--- src/rtl/pong_ball_ctrl.sv ---
// Ball motion controller for the pong game: moves a one-cell ball on the grid,
// bounces it off walls and paddles, flags misses and speeds up on each paddle hit.
module pong_ball_ctrl #(
    parameter int GAME_WIDTH    = 40,
    parameter int GAME_HEIGHT   = 30,
    parameter int COORD_W       = 6,
    parameter int TICK_W        = 25,
    parameter int START_PERIOD  = 5000000,
    parameter int MIN_PERIOD    = 1000000,
    parameter int SPEEDUP_STEP  = 250000,
    parameter int PADDLE_HEIGHT = 6
) (
    input  logic               i_clk,
    input  logic               i_rst_n,
    input  logic               i_enabled,
    input  logic               i_serve,
    input  logic [COORD_W-1:0] i_paddle1_y,
    input  logic [COORD_W-1:0] i_paddle2_y,
    input  logic [COORD_W-1:0] i_col,
    input  logic [COORD_W-1:0] i_row,
    output logic               o_draw,
    output logic [COORD_W-1:0] o_ball_x,
    output logic [COORD_W-1:0] o_ball_y,
    output logic [1:0]         o_ball_direction,
    output logic               o_score_p1,
    output logic               o_score_p2,
    output logic               o_playing
);

    // state  | meaning
    // IDLE   | game disabled, ball parked at centre, nothing drawn
    // SERVE  | ball held at centre waiting for a serve pulse
    // PLAY   | ball moves once per period
    // SCORED | one-cycle score pulse, then back to SERVE
    typedef enum logic [1:0] {IDLE, SERVE, PLAY, SCORED} state_t;

    localparam logic [COORD_W-1:0] X_CENTRE  = COORD_W'(GAME_WIDTH / 2);
    localparam logic [COORD_W-1:0] Y_CENTRE  = COORD_W'(GAME_HEIGHT / 2);
    localparam logic [COORD_W-1:0] X_LEFT    = COORD_W'(0);
    localparam logic [COORD_W-1:0] X_LEFT_IN = COORD_W'(1);
    localparam logic [COORD_W-1:0] X_LEFT_RB = COORD_W'(2);
    localparam logic [COORD_W-1:0] X_RIGHT    = COORD_W'(GAME_WIDTH - 1);
    localparam logic [COORD_W-1:0] X_RIGHT_IN = COORD_W'(GAME_WIDTH - 2);
    localparam logic [COORD_W-1:0] X_RIGHT_RB = COORD_W'(GAME_WIDTH - 3);
    localparam logic [COORD_W-1:0] Y_TOP     = COORD_W'(0);
    localparam logic [COORD_W-1:0] Y_BOTTOM  = COORD_W'(GAME_HEIGHT - 1);
    localparam logic [COORD_W-1:0] ONE       = COORD_W'(1);
    localparam logic [COORD_W:0]   PAD_SPAN  = (COORD_W+1)'(PADDLE_HEIGHT - 1);
    localparam logic [TICK_W-1:0]  START_P   = TICK_W'(START_PERIOD);
    localparam logic [TICK_W-1:0]  MIN_P     = TICK_W'(MIN_PERIOD);
    localparam logic [TICK_W-1:0]  STEP_P    = TICK_W'(SPEEDUP_STEP);
    localparam logic [TICK_W-1:0]  FLOOR_AT  = TICK_W'(MIN_PERIOD + SPEEDUP_STEP);
    localparam logic [TICK_W-1:0]  TICK_ONE  = TICK_W'(1);

    state_t             state_q, state_d;
    logic [COORD_W-1:0] x_q, x_d;
    logic [COORD_W-1:0] y_q, y_d;
    logic [1:0]         dir_q, dir_d;
    logic [TICK_W-1:0]  period_q, period_d;
    logic [TICK_W-1:0]  tick_q, tick_d;
    logic               draw_q, draw_d;

    logic               v_north;
    logic [COORD_W-1:0] y_step;
    logic [COORD_W:0]   y_ext, p1_top, p1_bot, p2_top, p2_bot;
    logic               hit1, hit2;
    logic [TICK_W-1:0]  period_fast;

    // Move arithmetic, evaluated every cycle and consumed only on a move.
    always_comb begin
        v_north = dir_q[1];
        if (dir_q[1] && (y_q == Y_TOP)) begin
            v_north = 1'b0;
        end else if (!dir_q[1] && (y_q == Y_BOTTOM)) begin
            v_north = 1'b1;
        end
        y_step = v_north ? (y_q - ONE) : (y_q + ONE);

        y_ext  = {1'b0, y_q};
        p1_top = {1'b0, i_paddle1_y};
        p1_bot = p1_top + PAD_SPAN;
        p2_top = {1'b0, i_paddle2_y};
        p2_bot = p2_top + PAD_SPAN;
        hit1   = (y_ext >= p1_top) && (y_ext <= p1_bot);
        hit2   = (y_ext >= p2_top) && (y_ext <= p2_bot);

        period_fast = (period_q >= FLOOR_AT) ? (period_q - STEP_P) : MIN_P;
    end

    always_comb begin
        state_d  = state_q;
        x_d      = x_q;
        y_d      = y_q;
        dir_d    = dir_q;
        period_d = period_q;
        tick_d   = tick_q;

        case (state_q)
            IDLE: begin
                state_d = SERVE;
            end
            SERVE: begin
                if (i_serve) begin
                    state_d = PLAY;
                    tick_d  = period_q - TICK_ONE;
                end
            end
            PLAY: begin
                if (tick_q == '0) begin
                    y_d      = y_step;
                    dir_d[1] = v_north;
                    if (!dir_q[0] && (x_q == X_LEFT_IN)) begin
                        if (hit1) begin
                            dir_d[0] = 1'b1;
                            x_d      = X_LEFT_RB;
                            period_d = period_fast;
                        end else begin
                            x_d     = X_LEFT;
                            state_d = SCORED;
                        end
                    end else if (dir_q[0] && (x_q == X_RIGHT_IN)) begin
                        if (hit2) begin
                            dir_d[0] = 1'b0;
                            x_d      = X_RIGHT_RB;
                            period_d = period_fast;
                        end else begin
                            x_d     = X_RIGHT;
                            state_d = SCORED;
                        end
                    end else begin
                        x_d = dir_q[0] ? (x_q + ONE) : (x_q - ONE);
                    end
                    // Reload with the possibly sped-up period so the next gap uses it.
                    tick_d = period_d - TICK_ONE;
                end else begin
                    tick_d = tick_q - TICK_ONE;
                end
            end
            SCORED: begin
                state_d  = SERVE;
                x_d      = X_CENTRE;
                y_d      = Y_CENTRE;
                period_d = START_P;
                // Still pointing at the side that missed: serve back toward it.
                dir_d    = {1'b0, dir_q[0]};
            end
            default: begin
                state_d = IDLE;
            end
        endcase

        if (!i_enabled) begin
            state_d  = IDLE;
            x_d      = X_CENTRE;
            y_d      = Y_CENTRE;
            dir_d    = 2'b00;
            period_d = START_P;
        end
    end

    assign draw_d = (state_d != IDLE) && (i_col == x_q) && (i_row == y_q);

    always_ff @(posedge i_clk or negedge i_rst_n) begin
        if (!i_rst_n) begin
            state_q  <= IDLE;
            x_q      <= X_CENTRE;
            y_q      <= Y_CENTRE;
            dir_q    <= 2'b00;
            period_q <= START_P;
            tick_q   <= '0;
            draw_q   <= 1'b0;
        end else begin
            state_q  <= state_d;
            x_q      <= x_d;
            y_q      <= y_d;
            dir_q    <= dir_d;
            period_q <= period_d;
            tick_q   <= tick_d;
            draw_q   <= draw_d;
        end
    end

    assign o_draw           = draw_q;
    assign o_ball_x         = x_q;
    assign o_ball_y         = y_q;
    assign o_ball_direction = dir_q;
    assign o_playing        = (state_q == PLAY);
    assign o_score_p1       = (state_q == SCORED) && dir_q[0];
    assign o_score_p2       = (state_q == SCORED) && !dir_q[0];

endmodule
--- config.mk ---
export PLATFORM = sky130hd
export DESIGN_NAME = pong_ball_ctrl
export DESIGN_NICKNAME = d
export VERILOG_FILES = /design/src/rtl/pong_ball_ctrl.sv
export SDC_FILE = /design/constraint.sdc
export NUM_CORES = 1
export LEC_CHECK = 0
export BUFFER_PORTS_ARGS = -buffer_cell sky130_fd_sc_hd__clkbuf_2
export CORE_MARGIN = 1.5
export CORE_UTILIZATION = 63
export CTS_BUF_LIST = sky130_fd_sc_hd__clkbuf_4 sky130_fd_sc_hd__clkbuf_8
export DETAILED_ROUTE_END_ITERATION = 8
export GPL_TIMING_DRIVEN = 0
export PLACE_DENSITY = 0.94
export SLEW_MARGIN = 40
export SYNTH_ARGS = -nofsm -noshare
export SYNTH_HDL_FRONTEND = slang
export SYNTH_SLANG_ARGS = --single-unit
--- constraint.sdc ---
create_clock -name i_clk -period 4.4 [get_ports i_clk]
set_input_delay 0.22 -clock i_clk [delete_from_list [all_inputs] [get_ports i_clk]]
set_output_delay 0.22 -clock i_clk [all_outputs]
set_load 0.05 [all_outputs]
==> results.ini <==
[logic_synthesis]
syn_area_sq_um=6090
synth_cell_types=93
synth_edf_count=0
synthFlopType=dfrtp_1
ys_warn_count=0
synth_seq_cells=67
yosys-top-cells-area=dfrtp_1 (22%), ha_1 (8.2%), dfstp_2 (6.0%)
yosysTopAreaCellShare=0.218
syn-instance-count=752
yosys.area.top_type=dfrtp_1
synth_common_cells=o21ai_0 (67), nand2_1 (65), nor2_1 (61)
syn_area_per_cell_sq_um=8.10
ys_async_sr_fraction=1.00
synth.most_common_cell=o21ai_0
synth_nets=821
synth_seq_area_share=0.278

[global_route]
met3_usage=0.0959
grt_max_degree=68
gr-total-overflow=0
grt_pass1_wl_microns=31100
grt_pass1_vias=6258
antenna_found_initial=0
grt.total_usage=0.392
met1_usage=0.487
top_usage_layer=met2
grt_use_met2=0.632

[job]
cap_violations=0

[drt]
vias_per_cell=7.06
drt_iter0_drc=904
routedWlPerCell_microns=21.7
drcViolationCount=0
wl_microns=21000
detail_route.first_pass.iterations=5
num_vias=6829
ant_nets=0

[clocking]
cts_root_buf=clkbuf_8
cts_inserted_buffers=9
htreeDepth=3
cts.sink_count=67
worst_skew_pair.late_latency_ns=0.36
cts.path.max_buffers=2
cts.clk_slew.worst_paths_ns=0.08
cts_tree=yes

[timing]
period_needed_ns=4.38
finalCritPeriodShare=0.995
tightest_slew_ns=0.747
fin_hold_ws_ns=0.159
setup_violations=0
max_freq_mhz=228
slew_headroom=0.500
hold_violations=0
clock_skew_ns=0.00985
slew_violations=0
grt_setup_unrepaired=yes

[setup_path]
crit_arrival_ns=4.62
end_kind=flip-flop
required_ns=4.64
worstSetupStartpointType=flip-flop
critical_path_class=reg -> reg
crit_fanout=10

[final_layout]
fin_cells=967
area_delta_synth_final_pct=17.0
diodes=0
finalNetCount=902
drive_gt1_frac=0.202
fill_cells=678

[hold_path]
min_path_type=in -> reg

[status]
status=completed

[placement]
gp_congestion=0.976
placedCellCount=925
hpwlAfterDp_microns=14200
portBuffers=44

[pwr]
ir_worst_vdd_uv=393
total_power_mw=1.91
p_per_area_nw_per_um2=268
leakagePower_nw=2.98

[die]
core_sq_um=9330
die-width_microns=101
initial_core_util=0.653
io_pins=46
die_h_microns=101
rows=35
die_area_sq_um=10300

sequential cells by signal (all words and copies together), names as in the netlist:
| signal | flops |
|---|---|
| o_draw | 1 |
| state_q | 2 |
| o_ball_x | 6 |
| tick_q | 25 |
| o_ball_y | 6 |
| period_q | 25 |
| o_ball_direction | 2 |
worst paths after layout:
path	depth (start not counted)	startpoint	to	slack, ns
worst max-delay path	16	state_q[0]	tick_q[24]	0.02
worst min-delay path	2	i_enabled	o_ball_y[0]	0.16
worst min register to register	2	tick_q[6]	tick_q[6]	0.54
max in group asynchronous	2	i_rst_n	tick_q[12]	3.57
worst max register to register	16	state_q[0]	tick_q[24]	0.02
min in group asynchronous	2	i_rst_n	o_ball_direction[1]	0.43
critical path, cell delays in order, from the launching register on:
cell and delay, ns:
dfrtp_1 0.43, inv_1 0.10, ha_1 0.31, clkbuf_2 0.31, buf_2 0.28, clkbuf_2 0.29, clkbuf_1 0.42, nand2_1 0.21
a22oi_1 0.20, ha_2 0.22, o21ai_0 0.12, a21oi_2 0.24, and3b_2 0.28, and4_4 0.24, buf_6 0.12, a31oi_4 0.08
a2111o_1 0.40
final cells by class:
cell class              instances  area (sq um)  area share
clock buffers                   9           124      0.0174
flip-flops and latches         67          1700       0.238
repair buffers                 72           450      0.0632
inverters                      37           143      0.0200
well taps                     129           161      0.0226
plain buffers                  40           186      0.0261
clock inverters                 7           116      0.0163
multi-input cells             606          4260       0.597
per-stage QoR:
step / util / area (sq um) / setup WS (ns) / setup TNS (ns)
6_report: 0.765 / 7130 / 0.0230 / 0
5_1_grt: 0.765 / 7130 / -0.125 / -0.257
4_1_cts: 0.729 / 6800 / 0.00457 / 0
3_5_place_dp: 0.695 / 6480 / -0.446 / -1.74
3_3_place_gp: 0.694 / 6470 / -0.363 / -0.954
2_1_floorplan: - / 6090 / 0.227 / 0
placed cells by master, fill, tap and decap left out, types with 5 or more instances in the layout:
cell,instances
o211ai_1,5
nand2_1,64
a21oi_1,54
dfrtp_1,52
a22oi_1,7
clkbuf_8,10
and2_1,10
nor4_1,13
xor2_1,23
nor3_1,21
dfstp_2,14
clkbuf_1,23
buf_4,24
buf_2,9
nand3_1,21
o21ai_0,65
ha_1,38
nand2b_1,6
xnor2_1,18
and3_1,10
clkbuf_2,46
nor2_1,61
o21ai_1,6
a31oi_1,14
o31ai_1,9
inv_1,35
or3_1,8
nand4_1,7
a21o_1,12
mux2i_1,7
repair_timing:
item | 4_1_cts | 5_1_grt
pin swaps | 3 | 19
hold buffers | 1 | 0
gates resized for setup | 11 | 33
hold endpoints to repair | 53 | 0
buffers inserted | 5 | 20
setup endpoints to repair | 12 | 13
gates cloned | 0 | 2
routing by layer:
metal  vias to the layer above  wire length, microns
li1                       2953                     -
met1                      3161                  7720
met2                       591                  9700
met3                       124                  2530
met4                         0                  1050
met5                         -                     0
cell families (layout without fill, tap and decap cells):
logic type,Yosys count,after routing,share of synthesized area
xor+xnor,41,41,0.0589
simple gates,263,263,0.228
flops,67,67,0.278
fa+ha+maj,41,41,0.0854
mux,10,10,0.0170
compound gates,251,251,0.280
buf+inv,79,165,0.0522
power breakdown:
part / internal, mW / switching, mW / leakage [nW]
clock network: 0.375 / 0.269 / 0.119
logic: 0.170 / 0.283 / 2.04
registers: 0.706 / 0.107 / 0.822
total: 1.25 / 0.659 / 2.98
(Power assumes the default switching activity.)
